--- config.mk ---
export PLATFORM = sky130hd
export DESIGN_NAME = seg7_scan_mux
export DESIGN_NICKNAME = d
export VERILOG_FILES = /design/src/rtl/seg7_pkg.sv /design/src/rtl/seg7_prescaler.sv /design/src/rtl/seg7_scan_mux.sv
export SDC_FILE = /design/constraint.sdc
export NUM_CORES = 1
export LEC_CHECK = 0
export CAP_MARGIN = 10
export CORE_AREA = 3 3 78 98
export CTS_BUF_LIST = sky130_fd_sc_hd__clkbuf_16
export DETAILED_ROUTE_END_ITERATION = 12
export DIE_AREA = 0 0 81 101
export HOLD_SLACK_MARGIN = 0.05
export PLACE_DENSITY_LB_ADDON = 0.2
export SKIP_LAST_GASP = 1
export SLEW_MARGIN = 20
export SYNTH_ARGS = -nofsm -noshare
export SYNTH_HDL_FRONTEND = slang
export SYNTH_SLANG_ARGS = --single-unit
export TNS_END_PERCENT = 30
--- constraint.sdc ---
create_clock -name clk -period 3 [get_ports clk]
set_input_delay 0.3 -clock clk [delete_from_list [all_inputs] [get_ports clk]]
set_output_delay 0.3 -clock clk [all_outputs]
set_load 0.005 [all_outputs]
--- src/rtl/seg7_pkg.sv ---
// Shared types and helpers for the four-digit seven-segment scan driver.
package seg7_pkg;

   localparam int NUM_DIGITS = 4;

   typedef logic [1:0] digit_idx_t;

   function automatic logic [3:0] anode_onehot(
      input digit_idx_t idx,
      input logic       active_low
   );
      logic [3:0] oh;
      oh = 4'b0001 << idx;
      return active_low ? ~oh : oh;
   endfunction

   // Enable every digit up to the most significant non-zero nibble.
   function automatic logic [3:0] lz_mask(input logic [15:0] value);
      logic [3:0] m;
      if (value[15:12] != 4'h0)
         m = 4'b1111;
      else if (value[11:8] != 4'h0)
         m = 4'b0111;
      else if (value[7:4] != 4'h0)
         m = 4'b0011;
      else
         m = 4'b0001;
      return m;
   endfunction

endpackage

--- src/rtl/seg7_prescaler.sv ---
// Refresh prescaler: one tick every REFRESH_DIV clock cycles.
module seg7_prescaler #(
   parameter int REFRESH_DIV = 50000
) (
   input  logic clk,
   input  logic rst,
   output logic tick
);

   localparam int W = (REFRESH_DIV > 1) ? $clog2(REFRESH_DIV) : 1;
   localparam logic [W-1:0] LAST = W'(REFRESH_DIV - 1);

   logic [W-1:0] div_q;
   logic [W-1:0] div_d;

   always_comb begin
      tick  = (div_q == LAST);
      div_d = tick ? '0 : div_q + W'(1);
   end

   always_ff @(posedge clk) begin
      if (rst)
         div_q <= '0;
      else
         div_q <= div_d;
   end

endmodule

--- src/rtl/seg7_scan_mux.sv ---
// Four-digit scan multiplexer with frame-aligned display updates.
// Optional leading-zero blanking: define SEG7_LZ_BLANK_EN.
module seg7_scan_mux
   import seg7_pkg::*;
#(
   parameter int REFRESH_DIV      = 50000,
   parameter int ANODE_ACTIVE_LOW = 1
) (
   input  logic        clk,
   input  logic        rst,
   input  logic [15:0] value,
   input  logic        load,
   output logic [3:0]  nibble,
   output logic [3:0]  an,
   output logic [1:0]  digit_sel,
   output logic        frame
);

   localparam logic AN_LOW = (ANODE_ACTIVE_LOW != 0);
   localparam logic [3:0] AN_OFF = AN_LOW ? 4'hF : 4'h0;

   logic        tick;
   logic        wrap;
   logic [3:0]  en_mask;

   digit_idx_t  sel_q, sel_d;
   logic [3:0]  nibble_q, nibble_d;
   logic [3:0]  an_q, an_d;
   logic        frame_q, frame_d;
   logic [15:0] disp_q, disp_d;
   logic [15:0] pend_q, pend_d;
   logic        pend_v_q, pend_v_d;

   seg7_prescaler #(
      .REFRESH_DIV(REFRESH_DIV)
   ) u_presc (
      .clk (clk),
      .rst (rst),
      .tick(tick)
   );

   always_comb begin
      sel_d    = sel_q;
      nibble_d = nibble_q;
      disp_d   = disp_q;
      pend_d   = pend_q;
      pend_v_d = pend_v_q;
      wrap     = tick && (sel_q == 2'd3);

      if (load) begin
         pend_d   = value;
         pend_v_d = 1'b1;
      end

      // A load landing on the wrap edge bypasses the shadow register.
      if (wrap) begin
         pend_v_d = 1'b0;
         if (load)
            disp_d = value;
         else if (pend_v_q)
            disp_d = pend_q;
      end

      if (tick) begin
         sel_d    = sel_q + 2'd1;
         nibble_d = disp_d[{sel_d, 2'b00} +: 4];
      end

      frame_d = wrap;

`ifdef SEG7_LZ_BLANK_EN
      en_mask = lz_mask(disp_q);
`else
      en_mask = 4'hF;
`endif

      an_d = en_mask[sel_q] ? anode_onehot(sel_q, AN_LOW) : AN_OFF;
   end

   always_ff @(posedge clk) begin
      if (rst) begin
         sel_q    <= '0;
         nibble_q <= '0;
         an_q     <= AN_OFF;
         frame_q  <= 1'b0;
         disp_q   <= '0;
         pend_q   <= '0;
         pend_v_q <= 1'b0;
      end else begin
         sel_q    <= sel_d;
         nibble_q <= nibble_d;
         an_q     <= an_d;
         frame_q  <= frame_d;
         disp_q   <= disp_d;
         pend_q   <= pend_d;
         pend_v_q <= pend_v_d;
      end
   end

   assign nibble    = nibble_q;
   assign an        = an_q;
   assign digit_sel = sel_q;
   assign frame     = frame_q;

endmodule

Word level (Yosys, flattened, before mapping):

Cells that the tools add are included.

* register bits: 60
* input bits: 19
* output and inout bits: 11
* word-level logic and storage cells: 26

* add/sub/neg operators: 2
* $lt $le $gt $ge: 1
* equality and inequality tests: 2
* shift operators: 2
* muxes and demuxes: 5
* bitwise operators: 2
* reductions and logical operators: 4

Operators with widths (number)
* $mux 16: 3
* $add 16x1->16 const B: 1
* $eq 16x16->1 const B: 1
* $shiftx 16x5->4: 1
* $reduce_or 2->1: 3
* $not 4->4: 1
* $shl 1x2->4 const A: 1
* $lt 2x3->1 const B: 1
* $add 2x1->2 const B: 1
* $bmux 1 s2: 1
* $eq 2x2->1 const B: 1
* $logic_and 1x1->1: 1
* $mux 1: 1
* $not 1->1: 1

Longest topological paths before layout:

* depth after elaboration: 4
* depth in mapped cells: 9
* depth with buffers taken out: 7

By module:

A second synthesis with hierarchy kept.

* cells, all modules: 272
* area, all modules: 2576.2 um^2

Modules (own cells, without submodules)
* seg7_scan_mux: times used 1, cells each 191, area an instance 1865.5 um^2, seq. area each 880.8 um^2
* seg7_prescaler: times used 1, cells each 81, area an instance 710.7 um^2, seq. area each 320.3 um^2

Least setup slack after synthesis:

Ideal clock, no wire load.

* kind: register -> register
* from: register u_presc.div_q[4]
* to: register nibble_q[3] (netlist: nibble[3])
* setup time: 0.115 ns
* arrival time: 2.211 ns
* required time: 2.885 ns
* path slack: 0.675 ns
* stages on the path, launching flop included: 9
* path buffers: 2
* period minus slack after synthesis: 2.325 ns
* cell sequence: dfxtp_1 -> or4b_1 -> buf_2 -> or4_4 -> buf_6 -> nor2_8 -> o22a_2 -> o221ai_2 -> o21a_1

* longest elaborated chain between the ends: 4

Ends and longest elaborated chain
* start: declaration: RTL line seg7_prescaler.sv:13 `logic [W-1:0] div_q;`
* start signal: assignment: RTL line seg7_prescaler.sv:25 `div_q <= div_d;`
* $eq 16x16->1 *: RTL line seg7_prescaler.sv:17 `tick = (div_q == LAST);`
* $logic_and 1x1->1: RTL line seg7_scan_mux.sv:48 `wrap = tick && (sel_q == 2'd3);`
* $mux 16: RTL line seg7_scan_mux.sv:56 `if (wrap) begin`
* $shiftx 16x5->4: RTL line seg7_scan_mux.sv:66 `nibble_d = disp_d[{sel_d, 2'b00} +: 4];`
* end signal: assignment: RTL line seg7_scan_mux.sv:91 `nibble_q <= nibble_d;`
* end: declaration: RTL line seg7_scan_mux.sv:27 `logic [3:0] nibble_q, nibble_d;`

Every way passes the cells marked *; elsewhere a longest branch is shown, timed or not.
A chain may end at the register's enable or synchronous reset.

Final worst setup path:

* from: register u_presc.div_q[4]
* to: register nibble_q[2] (netlist: nibble[2])

Same word-level chain as after synthesis.

==> out/results.tsv <==
stage	metric	value	unit
pwr	seqPwrFrac	0.431	
sta	slew_viol_final	0	
global_routing	grt_max_degree	38	
floorplanning	die_y	101	µm
pwr	leakage	0.00131	µW
routing	first_iter_violations	112	
global_routing	groute.usage.overall	0.155	
sta	fin_crit_sh	0.827	
sta	setup_viol	0	
synth	synth_top_area_frac	0.450	
global_routing	gr-total-overflow	0	
routing	firstDrtPassIters	4	
synth	synth_area	0.00267	mm²
clock_tree	clk_latency	0.33	ns
sta	relSlewSlack	0.530	
synth	ys_seq_area_frac	0.450	
sta	hold_viol	0	
setup_path	reg2regPathDepth	6	
clock_tree	cts_inserted_buffers	9	
flow_run	maxCapViolations	0	
pwr	ir_drop	330	µV
setup_path	critPathRequiredTime	3.20	ns
synth	synth_area_leaders	dfxtp_1 (45%), nor2_1 (7.0%), mux2i_1 (6.7%)	
finish	antenna_cells	0	
finish	multiInputGateArea	0.00136	mm²
setup_path	r2r-end	nibble[2]	
global_routing	grt_pass1_wl	9660	µm
setup_path	crit_start	u_presc.div_q[4]	
placed_design	port_buffers	29	
status	status	completed	
sta	holdWs	0.438	ns
synth	ys_warn_count	0	
setup_path	critical_path_class	register to register	
setup_path	cp_max_fo	10	
routing	drt_wl_total	5790	µm
synth	syn-num-nets	323	
setup_path	worstSetupEndpointType	register	
sta	setup_tns	0	ns
pwr	clock_power_share	0.518	
floorplanning	start_util	0.387	
pwr	power.total	1920	µW
sta	fmax	403	MHz
finish	area_growth	25.0	%
pwr	comb_power_share	0.051	
clock_tree	holdBufCountCts	0	
synth	synth_cell_types	43	
clock_tree	clk_path_buf_depth	2	
floorplanning	coreArea	0.00689	mm²
routing	drc	0	
hold_path	hold_path.class	register to register	
clock_tree	cts.clk_slew.worst_paths	0.05	ns
clock_tree	cts.repair.resized	0	
clock_tree	postCtsSetupRepairBufs	0	
synth	yosys.area.top_type	dfxtp_1	
floorplanning	dieArea	0.00818	mm²
finish	drive_gt1_frac	0.0928	
finish	final_nets	353	
sta	tightest_slew	0.703	ns
placed_design	place_hpwl	4090	µm
clock_tree	clkSinkCount	60	
synth	synth-main-ff-cell	dfxtp_1	
placed_design	place_congestion	0.784	
setup_path	crit_path_end	nibble[2]	
pwr	intPower	1500	µW
synth	synthCells	299	
pwr	power_density	575	mW/mm²
clock_tree	cts_tree	done	
floorplanning	rows	34	
routing	drtAntennaViolNets	0	
setup_path	arrival	2.68	ns
setup_path	start_kind	register	
synth	yosysMostFrequentCell	dfxtp_1	
finish	fill_cells	687	
routing	num_vias	2117	
sta	clock_skew	0.00559	ns
global_routing	grt_pass1_vias	2056	
clock_tree	cts-root-buf	clkbuf_16	
clock_tree	htreeDepth	3	
setup_path	reg2reg_slack	0.52	ns
synth	synthArstFlopShare	0	
routing	viasPerCell	4.99	
global_routing	antenna_found_initial	0	
synth	avgSynthCellArea	8.93	µm²
floorplanning	die_x	81	µm
setup_path	reg2reg_from	u_presc.div_q[4]	
sta	post-route-min-period	2.48	ns
routing	wl_per_cell	13.7	µm
pwr	switching_share	0.217	
synth	synth_edf_count	0	
synth	synth_common_cells	dfxtp_1 (60), nor2_1 (50), mux2i_1 (18), nand3_1 (18)	
sta	grt_setup_unrepaired	false	
pwr	p_switching	416	µW
floorplanning	boundaryPins	30	
synth	synth_seq_cells	60	
finish	regArea	0.00120	mm²
[sequential cells by signal, summed over array words and instances (netlist names)]
| register | flops |
|---|---|
| an | 4 |
| frame | 1 |
| pend_q | 16 |
| u_presc.div_q | 16 |
| digit_sel | 2 |
| nibble | 4 |
| disp_q | 16 |
| pend_v_q | 1 |
[cell type report]
type                            instances  share of cell area
Timing Repair Buffer                   34              0.0982
Inverter                               11              0.0124
Clock inverter                          7              0.0202
Tap cell                               90              0.0337
Clock buffer                            9              0.0675
Multi-Input combinational cell        213               0.408
Sequential cell                        60               0.360
[critical path: stages, from the launching register on]
cell,delay (ns)
dfxtp_1,0.34
or4b_1,0.67
nor4_4,0.66
mux2i_1,0.31
nor2_1,0.07
a211oi_1,0.21
a21oi_1,0.10
[cell families after synthesis]
logic type,after synthesis,synth area share
and+or+nand+nor,131,0.256
DFF,60,0.450
AOI/OAI and AO/OA,44,0.114
buffers and inverters,26,0.0403
muxes,18,0.0675
xor gates and xnor gates,15,0.0492
adders and majority gates,5,0.0234
[metal layers]
layer  part of all wire  routed length (µm)  vias to the layer above  GRT usage
met1               0.45                2630                      976      0.187
met3              0.035                 203                        8     0.0394
li1                   -                   -                     1095          -
met4              0.017                  97                        0     0.0741
met5                  0                   0                        -          0
met2               0.49                2860                       38      0.256
[power groups by stage]
stage / Sequential [µW] / Combinational [µW] / Clock (µW)
floorplan: 838 / 60.3 / 0
global placement: 843 / 98.1 / 0
detailed placement: 844 / 98.3 / 0
CTS: 827 / 98.9 / 1020
global route: 829 / 110 / 1050
finish: 827 / 98.0 / 994
[worst min-delay path by stage]
| stage | from | endpoint | slack (ns) | cells after the start |
|---|---|---|---|---|
| after floorplan | u_presc.div_q[0] | u_presc.div_q[0] | 0.41 | 1 |
| after global placement | u_presc.div_q[0] | u_presc.div_q[0] | 0.42 | 1 |
| after detailed placement | u_presc.div_q[0] | u_presc.div_q[0] | 0.44 | 1 |
| after CTS | u_presc.div_q[0] | u_presc.div_q[0] | 0.44 | 1 |
| after global routing | u_presc.div_q[0] | u_presc.div_q[0] | 0.48 | 1 |
| final | u_presc.div_q[0] | u_presc.div_q[0] | 0.44 | 1 |
[placed cells by master (no fill, tap or decap), drive strengths merged, types with 4 or more instances in the layout]
cell | synthesis | layout
mux2i | 18 | 18
xnor2 | 5 | 5
a22oi | 4 | 4
and3 | 5 | 5
a21o | 5 | 5
o21ai | 4 | 4
buf | 4 | 5
nor2b | 12 | 12
nand2b | 7 | 7
nand3 | 18 | 18
inv | 11 | 11
clkbuf | 11 | 9
ha | 5 | 5
dfxtp | 60 | 60
nor2 | 51 | 51
nand2 | 16 | 16
a21oi | 16 | 16
nand4 | 9 | 9
xor2 | 10 | 10
clkdlybuf4s50 | 0 | 29
clkinv | 0 | 6
[metrics by stage]
stage / setup slack, ns / std cells / cell area [µm²] / utilization
after global placement: 0.543 / 408 / 3040 / 0.442
after detailed placement: 0.479 / 408 / 3040 / 0.442
after CTS: 0.480 / 424 / 3340 / 0.484
final: 0.520 / 424 / 3340 / 0.484
after floorplan: 0.675 / 299 / 2670 / -
after global routing: 0.337 / 424 / 3340 / 0.484
(Power assumes the default switching activity.)
